**src/rtl/tv80_bus_pkg.sv**
```systemverilog
// Shared constants for the Z80-style bus master.
// Holds the FSM state encodings and the read-data value returned for writes.
// No ports.
package tv80_bus_pkg;

    localparam logic [2:0] ST_IDLE = 3'd0;
    localparam logic [2:0] ST_BREQ = 3'd1;
    localparam logic [2:0] ST_T1   = 3'd2;
    localparam logic [2:0] ST_T2   = 3'd3;
    localparam logic [2:0] ST_TW   = 3'd4;
    localparam logic [2:0] ST_T3   = 3'd5;
    localparam logic [2:0] ST_RSP  = 3'd6;

    localparam logic [7:0] WR_RSP_DATA = 8'h00;

    // States in which the master owns and drives the bus.
    function automatic logic on_bus(input logic [2:0] st);
        return (st == ST_T1) || (st == ST_T2) || (st == ST_TW) ||
               (st == ST_T3) || (st == ST_RSP);
    endfunction

    // States in which a memory cycle is in progress (MREQ active).
    function automatic logic in_cycle(input logic [2:0] st);
        return (st == ST_T1) || (st == ST_T2) || (st == ST_TW) || (st == ST_T3);
    endfunction

endpackage

```
**src/rtl/z80_bus_master.sv**
```systemverilog
// Z80-style memory-cycle initiator.
// Requests the bus from the CPU with BUSRQ/BUSAK, then runs one read or
// write cycle (T1, T2, optional TW wait states, T3) per accepted request and
// returns the result on a valid/ready response channel. The bus is kept
// between back-to-back requests.
//
// Ports:
//   clk, reset             clock, synchronous active-high reset
//   req_*                  request channel (srdy/drdy handshake, addr, write, wdata)
//   rsp_*                  response channel (srdy/drdy handshake, rdata)
//   busrq_n, busak_n       bus request to / acknowledge from the CPU
//   bus_oe                 output enable for A, strobes and dout drivers
//   A, dout, di            address, write data, read data
//   mreq_n, rd_n, wr_n     memory strobes
//   wait_n                 wait request from the memory target
//
// state | meaning
// ------+-----------------------------------------------------
// IDLE  | no request, bus released
// BREQ  | busrq_n low, waiting for busak_n
// T1    | address out, mreq_n low, rd_n low for reads
// T2    | wr_n low for writes, wait_n sampled at end
// TW    | wait state, repeats while wait_n is low
// T3    | last strobe cycle, read data captured at exit
// RSP   | response valid, strobes idle, bus still held
module z80_bus_master
    import tv80_bus_pkg::*;
(
    input  logic        clk,
    input  logic        reset,
    input  logic        req_srdy,
    output logic        req_drdy,
    input  logic [15:0] req_addr,
    input  logic        req_write,
    input  logic [7:0]  req_wdata,
    output logic        rsp_srdy,
    input  logic        rsp_drdy,
    output logic [7:0]  rsp_rdata,
    output logic        busrq_n,
    input  logic        busak_n,
    output logic        bus_oe,
    output logic [15:0] A,
    output logic [7:0]  dout,
    input  logic [7:0]  di,
    output logic        mreq_n,
    output logic        rd_n,
    output logic        wr_n,
    input  logic        wait_n
);

    logic [2:0]  state, state_nxt;
    logic [15:0] addr_q, addr_nxt;
    logic        write_q, write_nxt;
    logic [7:0]  wdata_q, wdata_nxt;
    logic        xfer;

    assign req_drdy = (state == ST_IDLE) || ((state == ST_RSP) && rsp_drdy);
    assign xfer     = req_srdy && req_drdy;

    always_comb begin
        state_nxt = state;
        case (state)
            ST_IDLE: if (xfer) state_nxt = ST_BREQ;
            ST_BREQ: if (!busak_n) state_nxt = ST_T1;
            ST_T1:   state_nxt = ST_T2;
            ST_T2,
            ST_TW:   state_nxt = wait_n ? ST_T3 : ST_TW;
            ST_T3:   state_nxt = ST_RSP;
            ST_RSP:  if (rsp_drdy) state_nxt = req_srdy ? ST_T1 : ST_IDLE;
            default: state_nxt = ST_IDLE;
        endcase
    end

    always_comb begin
        addr_nxt  = addr_q;
        write_nxt = write_q;
        wdata_nxt = wdata_q;
        if (xfer) begin
            addr_nxt  = req_addr;
            write_nxt = req_write;
            wdata_nxt = req_wdata;
        end
    end

    // Bus outputs are decoded from the next state (and the request that will
    // be held in it) so every bus pin comes straight from a flop.
    logic        d_on_bus, d_in_cyc, d_wr_phase;

    always_comb begin
        d_on_bus   = on_bus(state_nxt);
        d_in_cyc   = in_cycle(state_nxt);
        d_wr_phase = (state_nxt == ST_T2) || (state_nxt == ST_TW) ||
                     (state_nxt == ST_T3);
    end

    always_ff @(posedge clk) begin
        if (reset) begin
            state     <= ST_IDLE;
            addr_q    <= 16'h0000;
            write_q   <= 1'b0;
            wdata_q   <= 8'h00;
            busrq_n   <= 1'b1;
            bus_oe    <= 1'b0;
            A         <= 16'h0000;
            dout      <= 8'h00;
            mreq_n    <= 1'b1;
            rd_n      <= 1'b1;
            wr_n      <= 1'b1;
            rsp_srdy  <= 1'b0;
            rsp_rdata <= 8'h00;
        end else begin
            state     <= state_nxt;
            addr_q    <= addr_nxt;
            write_q   <= write_nxt;
            wdata_q   <= wdata_nxt;
            busrq_n   <= (state_nxt == ST_IDLE);
            bus_oe    <= d_on_bus;
            A         <= d_on_bus ? addr_nxt : 16'h0000;
            dout      <= (d_on_bus && write_nxt) ? wdata_nxt : 8'h00;
            mreq_n    <= !d_in_cyc;
            rd_n      <= !(d_in_cyc && !write_nxt);
            wr_n      <= !(d_wr_phase && write_nxt);
            rsp_srdy  <= (state_nxt == ST_RSP);
            if (state == ST_T3)
                rsp_rdata <= write_q ? WR_RSP_DATA : di;
        end
    end

endmodule

```
**config.mk**
```make
export PLATFORM = sky130hd
export DESIGN_NAME = z80_bus_master
export DESIGN_NICKNAME = d
export VERILOG_FILES = /design/src/rtl/tv80_bus_pkg.sv /design/src/rtl/z80_bus_master.sv
export SDC_FILE = /design/constraint.sdc
export NUM_CORES = 1
export LEC_CHECK = 0
export ABC_CLOCK_PERIOD_IN_PS = 4400
export CORE_MARGIN = 4
export CORE_UTILIZATION = 42
export DETAILED_ROUTE_END_ITERATION = 10
export PLACE_DENSITY = 0.75
export SLEW_MARGIN = 15
export SYNTH_ARGS = -nofsm -noshare
export SYNTH_HDL_FRONTEND = slang
export SYNTH_SLANG_ARGS = --single-unit
```
**constraint.sdc**
```tcl
create_clock -name clk -period 4.4 [get_ports clk]
set_input_delay 0.44 -clock clk [delete_from_list [all_inputs] [get_ports clk]]
set_output_delay 0.44 -clock clk [all_outputs]
set_load 0.05 [all_outputs]
```
==> results.py, run 1 <==
metrics = {
    "run_status": {
        "status": "complete, no violations",
    },
    "pwr": {
        "combPwrFrac_pct": 15.9,
        "p_sw_w": 0.000350,
        "p_clk_share_pct": 35.5,
        "p_int_w": 0.000970,
        "powerDensity_nw_per_um2": 413,
        "seq_power_share_pct": 48.6,
        "leakagePower_nw": 1.31,
        "p_sw_share_pct": 26.5,
        "ir_drop_v": 0.000208,
    },
    "floorplanning": {
        "die_w_um": 80.6,
        "core_area_sq_um": 5110,
        "dieArea_sq_um": 6490,
        "die_h_um": 80.6,
        "ios": 78,
        "start_util_pct": 43.3,
        "rows": 26,
    },
    "clocking": {
        "clk_latency_ps": 330,
        "cts_root_buf": "clkbuf_8",
        "htree_levels": 3,
        "cts_buffers": 9,
        "clk_pin_slew_ps": 70,
        "cts_max_path_buffers": 2,
        "cts_post_setup_buffers_inserted": 0,
        "cts_tree": "done",
        "ctsHoldBuffers": 0,
        "cts_resized": 0,
        "clock_sinks": 66,
    },
    "layout": {
        "area_delta_synth_final_pct": 44.6,
        "drive_above_1_share_pct": 6.78,
        "num-nets-final": 329,
        "insertedDiodeCount": 0,
    },
    "critical_path": {
        "r2r_slack_ps": 2120,
        "start_kind": "input pin",
        "end_kind": "output pin",
        "reg2reg_from": "state[2]$_SDFF_PP0_",
        "worstSetupPathType": "in -> out",
        "r2r_end": "rd_n$_SDFF_PP1_",
        "path_max_fanout": 4,
        "cp.arrival_ps": 2160,
        "required_ps": 3960,
        "crit_end": "req_drdy",
        "cp-startpoint": "rsp_drdy",
        "r2r_cells": 5,
    },
    "min_path": {
        "hold_class": "reg -> reg",
    },
    "yosys": {
        "synth_fp_nets": 251,
        "syn_area_sq_um": 2210,
        "ys_types": 29,
        "yosysSeqAreaShare_pct": 59.7,
        "synth-warning-count": 0,
        "synth_top_area_cell": "dfxtp_1",
        "syn_area_per_cell_sq_um": 10.4,
        "synth_cells": 212,
        "synth_top_area_share_pct": 59.7,
        "synthTopCellsByArea": "dfxtp_1 (60%), mux2i_1 (11%), nor2_1 (8.1%)",
        "synth-seq-cells": 66,
    },
    "routing": {
        "final_antenna_net_count": 0,
        "vias": 1704,
        "wirelength_mm": 4.67,
        "drc_errors": 0,
        "drtIter0Drc": 72,
        "dr.pass1.iters": 7,
        "vias_per_cell": 4.67,
        "routedWlPerCell_um": 12.8,
    },
    "sta": {
        "worstMarginPinSlew_ps": 929,
        "fmax_mhz": 385,
        "setup_ws_ps": 1800,
        "period_share_pct": 59.0,
        "relSlewSlack_pct": 38.1,
        "drv_slew": 0,
        "fin_worst_skew_ps": 5.94,
        "final-setup-viol-count": 0,
        "period_needed_ps": 2600,
        "final.setup.tns_ps": 0,
        "rsz0062_at_grt": "false",
        "hold_viol_final": 0,
    },
    "grt": {
        "grt_use_total_pct": 15.7,
        "grt_pass1_vias": 1669,
        "grt_overflow": 0,
        "grt_max_degree": 40,
        "antenna_found_initial": 0,
        "grt_pass1_wl_mm": 7.69,
    },
    "placement": {
        "pre_cts_ws_ps": 1640,
        "portBuffers": 77,
        "dp_hpwl_mm": 3.16,
        "routabilityCongestion": 0.781,
    },
    "run": {
        "maxCapViolCount": 0,
    },
}
worst min path at each step:
stage,depth (start not counted),start,to
after floorplan,2,wdata_q[7]$_SDFF_PP0_,wdata_q[7]$_SDFF_PP0_
after global placement,2,rsp_rdata[1]$_SDFFE_PP0P_,rsp_rdata[1]$_SDFFE_PP0P_
after detailed placement,2,rsp_rdata[3]$_SDFFE_PP0P_,rsp_rdata[3]$_SDFFE_PP0P_
after CTS,2,rsp_rdata[4]$_SDFFE_PP0P_,rsp_rdata[4]$_SDFFE_PP0P_
after global routing,2,rsp_rdata[4]$_SDFFE_PP0P_,rsp_rdata[4]$_SDFFE_PP0P_
final,2,rsp_rdata[4]$_SDFFE_PP0P_,rsp_rdata[4]$_SDFFE_PP0P_
power by group through the flow:
stage,registers [W],logic (W),clock network (W)
after floorplan,0.000694,0.0000998,0
after global placement,0.000655,0.000209,0
after detailed placement,0.000656,0.000211,0
after CTS,0.000642,0.000212,0.000483
after global routing,0.000646,0.000227,0.000513
final,0.000642,0.000209,0.000469
registers in the layout, summed over array words and instances, names as in the netlist:
signal	cells
bus_oe	1
mreq_n	1
rsp_rdata	8
state	3
wdata_q	8
busrq_n	1
write_q	1
wr_n	1
addr_q	16
rd_n	1
dout	8
rsp_srdy	1
A	16
critical path: stages:
cell and delay, ps:
clkdlybuf4s50_1 520, and3_1 240, nor2_1 70, nor2_1 80
clkdlybuf4s50_1 810
synth_stat cells:
cell type / n
a21oi_1: 10
a221oi_1: 1
a22o_1: 1
a22oi_1: 1
and2_1: 1
and2b_1: 3
and3_1: 2
buf_2: 2
buf_4: 2
buf_6: 3
clkbuf_1: 5
dfxtp_1: 66
inv_1: 2
mux2i_1: 25
nand2_1: 9
nand2b_1: 1
nand3b_1: 9
nand4bb_1: 1
nor2_1: 48
nor3_1: 10
o211a_1: 1
o211ai_1: 1
o21a_1: 2
o21ai_0: 1
o21ai_4: 1
o31a_1: 1
or2b_1: 1
or3_4: 1
or3b_1: 1
metrics by stage:
step | instances | power, W | instance area, sq um | util (%) | hold WS, ps
2_1_floorplan | 212 | 0.000793 | 2210 | - | 459
3_3_place_gp | 349 | 0.000863 | 3010 | 58.9 | 437
3_5_place_dp | 349 | 0.000867 | 3010 | 58.9 | 447
4_1_cts | 365 | 0.00134 | 3200 | 62.6 | 454
5_1_grt | 365 | 0.00139 | 3200 | 62.6 | 473
6_report | 365 | 0.00132 | 3200 | 62.6 | 450
area by class of cell:
| cell class | instances | area, sq um |
|---|---|---|
| Clock buffer | 12 | 165 |
| Inverter | 2 | 7.51 |
| Multi-Input combinational cell | 132 | 806 |
| Sequential cell | 66 | 1320 |
| Tap cell | 70 | 87.6 |
| Timing Repair Buffer | 79 | 786 |
| Fill cell | 447 | 1910 |
| Clock inverter | 4 | 25.0 |
cell usage in the layout (no fill, tap or decap):
cell | netlist | final
a22o_1 | 1 | 1
nand2_1 | 9 | 9
a22oi_1 | 1 | 1
clkdlybuf4s50_1 | 0 | 77
o21a_1 | 2 | 2
nand4bb_1 | 1 | 1
clkinvlp_4 | 0 | 2
or3b_1 | 1 | 1
inv_1 | 2 | 2
or3_4 | 1 | 1
o21ai_4 | 1 | 1
buf_4 | 2 | 2
o211a_1 | 1 | 1
clkinv_2 | 0 | 2
nor2_1 | 48 | 48
o211ai_1 | 1 | 1
a21oi_1 | 10 | 10
nand3b_1 | 9 | 9
and2_1 | 1 | 1
and3_1 | 2 | 2
clkbuf_8 | 0 | 12
o21ai_0 | 1 | 1
a221oi_1 | 1 | 1
nor3_1 | 10 | 10
dfxtp_1 | 66 | 66
mux2i_1 | 25 | 25
or2b_1 | 1 | 1
and2b_1 | 3 | 3
o31a_1 | 1 | 1
nand2b_1 | 1 | 1
metal layers:
| metal | part of all wire [%] | GRT usage [%] | up-vias |
|---|---|---|---|
| met4 | 1.2 | 6.59 | 0 |
| met1 | 44 | 18.8 | 767 |
| li1 | - | - | 865 |
| met2 | 45 | 24.0 | 66 |
| met3 | 10 | 7.51 | 6 |
| met5 | 0 | 0 | - |
kinds of logic after synthesis:
| group | Yosys count | synth area share (%) |
|---|---|---|
| DFF | 66 | 59.7 |
| and+or+nand+nor | 87 | 18.9 |
| AOI/OAI and AO/OA | 20 | 6.22 |
| buffers and inverters | 14 | 3.85 |
| muxes | 25 | 11.3 |
(Power assumes the default switching activity.)
==> run 2, diff against run 1 <==
--- a/config.mk
+++ b/config.mk
@@ -5,7 +5,7 @@
 export SDC_FILE = /design/constraint.sdc
 export NUM_CORES = 1
 export LEC_CHECK = 0
-export ABC_CLOCK_PERIOD_IN_PS = 4400
+export ABC_CLOCK_PERIOD_IN_PS = 2600
 export CORE_MARGIN = 4
 export CORE_UTILIZATION = 42
 export DETAILED_ROUTE_END_ITERATION = 10
==> constraint.sdc (replaced) <==
create_clock -name clk -period 2.6 [get_ports clk]
set_input_delay 0.26 -clock clk [delete_from_list [all_inputs] [get_ports clk]]
set_output_delay 0.26 -clock clk [all_outputs]
set_load 0.05 [all_outputs]
==> run 2 against run 1 <==
Against the previous run: cell count grew 0.82%; via count fell by 1.3%; sequential power up 70%; die area unchanged; clock power is 110% higher; routed wire length grew 2.2%; largest cell class unchanged.
==> results.py, run 2 (synthesis gave the netlist of run 1 again) <==
metrics = {
    "layout": {
        "top_regs": "A x16, addr_q x16",
        "fillCellCount": 433,
        "multi_input_area_sq_um": 806,
        "insertedDiodeCount": 0,
        "final_cells": 368,
        "seqCellArea_sq_um": 1320,
        "final_common_cell": "clkdlybuf4s50_1",
        "area_delta_synth_final_pct": 47.2,
        "most-common-layout-cells": "clkdlybuf4s50_1 (76), dfxtp_1 (66), nor2_1 (48)",
        "drive_above_1_share_pct": 7.72,
        "fin_util_pct": 63.8,
        "num-nets-final": 332,
    },
    "critical_path": {
        "r2r_end": "dout[5]$_SDFF_PP0_",
        "required_ps": 2340,
        "end_kind": "output pin",
        "worstSetupPathType": "reg -> out",
        "cp.arrival_ps": 1480,
        "r2r_cells": 5,
        "start_kind": "register",
        "reg2reg_from": "state[2]$_SDFF_PP0_",
        "r2r_slack_ps": 890,
        "path_max_fanout": 12,
    },
    "grt": {
        "grt_pass1_wl_mm": 7.49,
        "grt_pass1_vias": 1622,
        "grt_overflow": 0,
        "grt_max_degree": 39,
        "grt_use_total_pct": 15.5,
        "antenna_found_initial": 0,
    },
    "clocking": {
        "cts_resized": 0,
        "clock_sinks": 66,
        "ctsHoldBuffers": 0,
        "cts_buffers": 9,
        "clk_pin_slew_ps": 70,
        "cts_post_setup_buffers_inserted": 0,
        "cts_tree": "done",
        "htree_levels": 3,
        "cts_max_path_buffers": 2,
        "cts_root_buf": "clkbuf_8",
        "clk_latency_ps": 330,
    },
    "floorplanning": {
        "dieArea_sq_um": 6490,
        "rows": 26,
        "core_area_sq_um": 5110,
        "ios": 78,
        "start_util_pct": 43.3,
        "die_w_um": 80.6,
        "die_h_um": 80.6,
    },
    "pwr": {
        "leakagePower_nw": 1.34,
        "p_sw_share_pct": 24.6,
        "ir_drop_v": 0.000382,
        "p_clk_share_pct": 39.9,
        "p_int_w": 0.00182,
        "combPwrFrac_pct": 15.0,
        "seq_power_share_pct": 45.1,
        "powerDensity_nw_per_um2": 740,
        "p_sw_w": 0.000592,
    },
    "run": {
        "maxCapViolCount": 0,
    },
    "placement": {
        "place_inst": 352,
        "dp_hpwl_mm": 3.30,
        "routabilityCongestion": 0.848,
        "pre_cts_ws_ps": 557,
        "portBuffers": 77,
    },
    "sta": {
        "fmax_mhz": 573,
        "fin_worst_skew_ps": 9.94,
        "hold_viol_final": 0,
        "final-setup-viol-count": 0,
        "drv_slew": 0,
        "period_share_pct": 67.1,
        "rsz0062_at_grt": "false",
        "final.setup.tns_ps": 0,
        "setup_ws_ps": 855,
        "relSlewSlack_pct": 64.4,
        "period_needed_ps": 1740,
        "worstMarginPinSlew_ps": 532,
        "whs_ps": 450,
    },
    "min_path": {
        "hold_path_end": "rsp_rdata[6]$_SDFFE_PP0P_",
        "hold_start": "rsp_rdata[6]$_SDFFE_PP0P_",
        "holdPathStages": 2,
        "hold_class": "reg -> reg",
    },
    "routing": {
        "final_antenna_net_count": 0,
        "dr.pass1.iters": 4,
        "drc_errors": 0,
        "wirelength_mm": 4.77,
        "drtIter0Drc": 79,
        "vias": 1681,
        "routedWlPerCell_um": 13.0,
        "vias_per_cell": 4.57,
    },
    "run_status": {
        "status": "complete, no violations",
    },
}
[run 2: cell types whose count changed in the layout (fill, tap and decap cells not counted), sizes merged]
cell,before,now
buf,2,6
clkinvlp,2,0
clkdlybuf4s50,77,76
bufinv,0,2
[run 2: area by class of cell]
class | count | share of cell area (%)
clock buffers | 12 | 4.76
clock inverters | 4 | 2.27
flip-flops and latches | 66 | 40.6
inverters | 2 | 0.231
well taps | 70 | 2.69
multi-input cells | 132 | 24.7
repair buffers | 82 | 24.7
[run 2: worst max-delay path by stage]
stage	cells after the start	from	slack, ps	end
after global routing	5	state[2]$_SDFF_PP0_	660	dout[5]$_SDFF_PP0_
after CTS	1	rsp_rdata[4]$_SDFFE_PP0P_	840	rsp_rdata[4]
after global placement	6	rsp_drdy	620	dout[6]$_SDFF_PP0_
after floorplan	4	state[2]$_SDFF_PP0_	960	req_drdy
final	4	state[2]$_SDFF_PP0_	860	req_drdy
after detailed placement	6	rsp_drdy	560	dout[5]$_SDFF_PP0_
[run 2: layer usage]
| metal | track usage [%] | vias up | part of all wire (%) |
|---|---|---|---|
| li1 | - | 871 | - |
| met1 | 18.8 | 742 | 44 |
| met2 | 23.3 | 61 | 44 |
| met3 | 6.28 | 7 | 11 |
| met4 | 8.11 | 0 | 1.5 |
| met5 | 0 | - | 0 |
[run 2: per-stage QoR]
step / total power [W] / cell area (sq um)
after floorplan: 0.00134 / 2210
after global placement: 0.00147 / 3030
after detailed placement: 0.00148 / 3030
after CTS: 0.00244 / 3260
after global routing: 0.00251 / 3260
final: 0.00241 / 3260
[run 2: critical path, cell delays in order, from the launching register on]
cell and delay (ps):
dfxtp_1 520, and3_1 280, nor2_1 70, nor2_1 90, buf_4 200
[run 2: power groups by stage]
stage	Sequential [W]	Combinational, W	Clock, W
finish	0.00109	0.000363	0.000962
global placement	0.00111	0.000360	0
global route	0.00109	0.000390	0.00103
floorplan	0.00117	0.000169	0
CTS	0.00109	0.000366	0.000984
detailed placement	0.00111	0.000365	0
